==> src/rtl/weight_loader.sv <==
// Streams num_words SRAM words starting at base_addr into the row-lane input FIFO,
// with a one-word skid register to absorb fifo_full. Optional macro: WEIGHT_LOADER_ROW_MASK_EN.
module weight_loader #(
   parameter int unsigned row    = 8,
   parameter int unsigned bw     = 4,
   parameter int unsigned addr_w = 11
) (
   input  logic                clk,
   input  logic                reset,
   input  logic                start,
   input  logic [addr_w-1:0]   base_addr,
   input  logic [addr_w:0]     num_words,
`ifdef WEIGHT_LOADER_ROW_MASK_EN
   input  logic [row-1:0]      row_mask,
`endif
   output logic                sram_cen,
   output logic                sram_wen,
   output logic [addr_w-1:0]   sram_addr,
   input  logic [row*bw-1:0]   sram_q,
   input  logic                fifo_full,
   output logic [row-1:0]      fifo_wr,
   output logic [row*bw-1:0]   fifo_in,
   output logic                busy,
   output logic                done
);

   localparam logic [1:0] StIdle = 2'd0;
   localparam logic [1:0] StRun  = 2'd1;
   localparam logic [1:0] StDone = 2'd2;

   localparam logic [addr_w:0] CntOne = 1;

   logic [1:0]          state_q, state_d;
   logic [addr_w-1:0]   base_q, base_d;
   logic [addr_w:0]     num_q, num_d;
   logic [addr_w:0]     issued_q, issued_d;
   logic [addr_w:0]     written_q, written_d;
   logic                pend_q, pend_d;
   logic                hold_vld_q, hold_vld_d;
   logic [row*bw-1:0]   hold_q, hold_d;
   logic [row-1:0]      wr_lanes;

   logic issue;
   logic xfer;
   logic capture;
   logic last;

`ifdef WEIGHT_LOADER_ROW_MASK_EN
   logic [row-1:0] mask_q, mask_d;
   assign wr_lanes = mask_q;
`else
   assign wr_lanes = '1;
`endif

   // A read is only launched when its data is guaranteed a home next cycle.
   assign issue   = (state_q == StRun) && !fifo_full && !hold_vld_q && (issued_q < num_q);
   assign xfer    = (state_q == StRun) && !fifo_full && (hold_vld_q || pend_q);
   assign capture = (state_q == StRun) && fifo_full && pend_q;
   assign last    = xfer && ((written_q + CntOne) == num_q);

   always_comb begin
      state_d    = state_q;
      base_d     = base_q;
      num_d      = num_q;
      issued_d   = issued_q;
      written_d  = written_q;
      pend_d     = 1'b0;
      hold_vld_d = hold_vld_q;
      hold_d     = hold_q;
`ifdef WEIGHT_LOADER_ROW_MASK_EN
      mask_d     = mask_q;
`endif
      case (state_q)
         StIdle: begin
            if (start) begin
               base_d    = base_addr;
               num_d     = num_words;
               issued_d  = '0;
               written_d = '0;
`ifdef WEIGHT_LOADER_ROW_MASK_EN
               mask_d    = row_mask;
`endif
               state_d   = (num_words == '0) ? StDone : StRun;
            end
         end
         StRun: begin
            pend_d = issue;
            if (issue) begin
               issued_d = issued_q + CntOne;
            end
            if (capture) begin
               hold_vld_d = 1'b1;
               hold_d     = sram_q;
            end
            if (xfer) begin
               written_d = written_q + CntOne;
               if (hold_vld_q) begin
                  hold_vld_d = 1'b0;
               end
            end
            if (last) begin
               state_d = StDone;
            end
         end
         StDone: begin
            state_d = StIdle;
         end
         default: begin
            state_d = StIdle;
         end
      endcase
   end

   always_ff @(posedge clk) begin
      if (reset) begin
         state_q    <= StIdle;
         base_q     <= '0;
         num_q      <= '0;
         issued_q   <= '0;
         written_q  <= '0;
         pend_q     <= 1'b0;
         hold_vld_q <= 1'b0;
         hold_q     <= '0;
`ifdef WEIGHT_LOADER_ROW_MASK_EN
         mask_q     <= '0;
`endif
      end else begin
         state_q    <= state_d;
         base_q     <= base_d;
         num_q      <= num_d;
         issued_q   <= issued_d;
         written_q  <= written_d;
         pend_q     <= pend_d;
         hold_vld_q <= hold_vld_d;
         hold_q     <= hold_d;
`ifdef WEIGHT_LOADER_ROW_MASK_EN
         mask_q     <= mask_d;
`endif
      end
   end

   // Address arithmetic truncates to addr_w, so loads wrap past the top of SRAM.
   assign sram_addr = base_q + issued_q[addr_w-1:0];
   assign sram_cen  = ~issue;
   assign sram_wen  = 1'b1;
   assign fifo_wr   = xfer ? wr_lanes : '0;

   always_comb begin
      fifo_in = '0;
      if (hold_vld_q) begin
         fifo_in = hold_q;
      end else if (pend_q) begin
         fifo_in = sram_q;
      end
   end

   assign busy = (state_q != StIdle);
   assign done = (state_q == StDone);

endmodule

==> config.mk <==
export PLATFORM = sky130hd
export DESIGN_NAME = weight_loader
export DESIGN_NICKNAME = d
export VERILOG_FILES = /design/src/rtl/weight_loader.sv
export SDC_FILE = /design/constraint.sdc
export NUM_CORES = 1
export LEC_CHECK = 0
export BUFFER_PORTS_ARGS = -buffer_cell sky130_fd_sc_hd__buf_4
export CORE_MARGIN = 5
export CORE_UTILIZATION = 55
export DETAILED_ROUTE_END_ITERATION = 6
export PLACE_DENSITY_LB_ADDON = 0.05
export SLEW_MARGIN = 20
export SYNTH_ARGS = -nofsm -noshare
export SYNTH_HDL_FRONTEND = slang
export SYNTH_SLANG_ARGS = --single-unit
==> constraint.sdc <==
create_clock -name clk -period 7.8 [get_ports clk]
set_clock_uncertainty 0.1 [all_clocks]
set_input_delay 1.17 -clock clk [delete_from_list [all_inputs] [get_ports clk]]
set_output_delay 1.17 -clock clk [all_outputs]
set_load 0.005 [all_outputs]
==> reports/summary.txt <==
MaxCap Viol Count - 0
final critical path time including I/O delays and setup - 3.85 ns
Total Nets Final - 843
n_diodes - 0
quantity of gates resized following cts - 0
type of the setup path with the least slack - flip-flop to primary output
average cell area after synthesis - 7.22 um^2
final standard cell utilization of the core - 68.4%
overflow left after global routing - 0
most frequent cells in the layout - sky130_fd_sc_hd__nand2_1 (203), sky130_fd_sc_hd__buf_4 (116), sky130_fd_sc_hd__a21oi_1 (83), sky130_fd_sc_hd__dfxtp_1 (82), sky130_fd_sc_hd__o21ai_0 (44)
Post-CTS Hold Fix Bufs - 0
post-synth net total - 767
Detailed Route WL - 13.3 mm
number of placement rows - 34
via count of the first global-routing pass - 4776
number of design-rule violations left by the first detailed-router iteration - 225
outcome - completed
setup TNS - 0 ns
input/output buffers - 112
Critical Path Source Type - flip-flop
maximum number of pins on one net before global-route repair - 78
number of CTS-inserted buffers - 9
layout cell share with drive strength beyond 1 - 20.0%
Cell variety after synth - 61
number of setup buffers added after CTS - 0
first-pass GRT wire length - 22.5 mm
TritonCTS sink count - 83
Post-Syn Instances - 683
clock latency at the later pin of the worst-skew pair - 0.37 ns
yosys synthesis warning count - 0
flop-to-flop setup slack - 5.09 ns
post-synthesis register bit count - 83
die area - 11000 um^2
clock-pin slew on the worst setup and hold paths - 0.09 ns
library cell used as clock root buffer - sky130_fd_sc_hd__clkbuf_8
mean number of vias per cell - 5.66
fraction of synthesis flops using an asynchronous set or reset pin - 0%
Residual DRC - 0
area added between synthesis and finish - 21.1%
Top Ports - 114
vias post-DR - 4936
path class of the lowest-slack min-delay path - flip-flop to flip-flop
worst ir drop on vdd - 101 uV
Achievable Freq - 260 MHz
total iterations of the first detailed-routing run - 6
clock tree from TritonCTS - yes
core box area - 8720 um^2
initial cell density of the core - 56.5%
number of enable-type register cells in the synthesized netlist - 0
biggest fanout along the worst timing path - 7
setup repair after global routing missed its margin - false
kind of end point of the critical path - primary output
total global-route track usage - 23.9%
Post-Synthesis Cell Area - 4930 um^2
die width - 105 um
CTS HTree Levels - 3
reg2reg path depth - 8
number of antenna violations at the first check in global routing - 0
final estimated routing congestion in global placement - 0.890
buffers from clock root to sink, at most - 2
post-route ant nets - 0
Leakage - 0.00236 uW
dominant synthesized flop cell - sky130_fd_sc_hd__dfxtp_1
post-detailed-route wirelength per cell - 15.3 um
post-route fraction of the period consumed by the critical path - 49.4%
Data required, critical path - 6.53 ns
Detail Placement HPWL - 9.26 mm
number of setup violations in the final report - 0
commonest non-fill, non-tap cell in the layout - sky130_fd_sc_hd__nand2_1
pin slew with the least headroom to its limit - 0.834 ns
arrival time worst endpoint - 2.58 ns
count of cells along the worst hold path - 2
final slew viol count - 0
sequential element share of the synthesized area - 33.7%
headroom to the max-slew limit - 44.4%
Final Hold Vio Count - 0
areal power density over the cells - 161 nW/um^2
die extent in y - 105 um
[cell type report]
cell class / instances / area, um^2
clock inverters: 6 / 113
inverters: 17 / 63.8
clock buffers: 10 / 138
repair buffers: 117 / 898
flip-flops and latches: 83 / 1660
fillers: 774 / 2750
multi-input cells: 531 / 2960
well taps: 108 / 135
[routing by layer]
layer  part of all wire [%]  wire [um]  GRT usage, %  vias to the layer above
met2                     47       6260          38.8                      161
met1                     44       5790          31.1                     2279
met4                    1.3        172          7.40                        0
met5                      0          0             0                        -
li1                       -          -             -                     2480
met3                    8.2       1090          6.17                       16
[path summary, 6_finish.rpt]
kind,end,from
max,sram_addr[10],issued_q[0]$_SDFFE_PP0P_
min,hold_q[4]$_SDFFE_PP0P_,hold_q[4]$_SDFFE_PP0P_
max reg2reg,issued_q[8]$_SDFFE_PP0P_,num_q[9]$_SDFFE_PP0P_
min reg2reg,hold_q[4]$_SDFFE_PP0P_,hold_q[4]$_SDFFE_PP0P_
[metrics by stage]
stage                     hold WS [ns]  std cells  total power (uW)  setup slack, ns  instance area, um^2
after floorplan                  0.336        683               526             4.26                 4930
after global placement           0.341        855               582             4.07                 5690
after detailed placement         0.347        855               585             4.02                 5690
after CTS                        0.358        871               969             3.95                 5940
after global routing             0.374        872              1000             3.65                 5970
final                            0.358        872               963             3.95                 5970
[logic make-up after synthesis]
kind of cell,synth area share (%)
compound gates,19.2
buf+inv,6.42
simple gates,28.8
flops,33.7
fa+ha+maj,6.50
mux,0.609
other cells,0.0761
xor+xnor,4.62
[flip-flops by register name (all words and copies together) (netlist names)]
name / flops
num_q: 12
hold_vld_q: 1
written_q: 12
base_q: 11
issued_q: 12
hold_q: 32
pend_q: 1
state_q: 2
[cells in the mapped netlist, types with 2 or more instances]
cell type                  count  area share (%)
sky130_fd_sc_hd__nand2_1     203              15
sky130_fd_sc_hd__nor3_1        9            0.91
sky130_fd_sc_hd__nand2b_1      3            0.38
sky130_fd_sc_hd__a31o_2        3            0.53
sky130_fd_sc_hd__a31oi_1       3            0.38
sky130_fd_sc_hd__o21ai_0      44             4.5
sky130_fd_sc_hd__mux2i_1       3            0.61
sky130_fd_sc_hd__o21a_1        3            0.46
sky130_fd_sc_hd__ha_1         24             6.1
sky130_fd_sc_hd__o211ai_1      3            0.46
sky130_fd_sc_hd__xnor2_1      17             3.0
sky130_fd_sc_hd__or4_1         5            0.76
sky130_fd_sc_hd__o31ai_1       3            0.46
sky130_fd_sc_hd__o311ai_0      2            0.36
sky130_fd_sc_hd__dfxtp_1      83              34
sky130_fd_sc_hd__xor2_1        9             1.6
sky130_fd_sc_hd__clkbuf_1     38             2.9
sky130_fd_sc_hd__and2_1        4            0.51
sky130_fd_sc_hd__o31a_1        2            0.36
sky130_fd_sc_hd__a21o_1        2            0.30
sky130_fd_sc_hd__or3b_2        2            0.36
sky130_fd_sc_hd__nand3b_1      3            0.46
sky130_fd_sc_hd__inv_1        17             1.3
sky130_fd_sc_hd__buf_4         9             1.4
sky130_fd_sc_hd__nand3_1      15             1.5
sky130_fd_sc_hd__or3_1         6            0.76
sky130_fd_sc_hd__and3_1        5            0.63
sky130_fd_sc_hd__nor4_1       10             1.3
sky130_fd_sc_hd__buf_6         3            0.69
sky130_fd_sc_hd__nor2b_1       3            0.38
sky130_fd_sc_hd__nand4_1      10             1.3
sky130_fd_sc_hd__a21oi_1      83             8.4
sky130_fd_sc_hd__nor2_1       26             2.0
[power breakdown]
group	leakage [uW]	internal (uW)	switching [uW]	total, uW
registers	0.000673	434	11.7	445
logic	0.00156	63.3	67.9	131
clock network	0.000126	222	165	387
total	0.00236	719	244	963
[worst max-delay path: stages, from the launching register on]
cell	delay, ns
sky130_fd_sc_hd__dfxtp_1	0.40
sky130_fd_sc_hd__ha_1	0.24
sky130_fd_sc_hd__inv_1	0.07
sky130_fd_sc_hd__fa_1	0.20
sky130_fd_sc_hd__nor2b_1	0.06
sky130_fd_sc_hd__o21a_1	0.18
sky130_fd_sc_hd__o211ai_1	0.23
sky130_fd_sc_hd__nand3_1	0.15
sky130_fd_sc_hd__a2111oi_0	0.44
sky130_fd_sc_hd__a211oi_1	0.10
sky130_fd_sc_hd__buf_4	0.16
No activity file was read; power rests on OpenSTA's default activity.
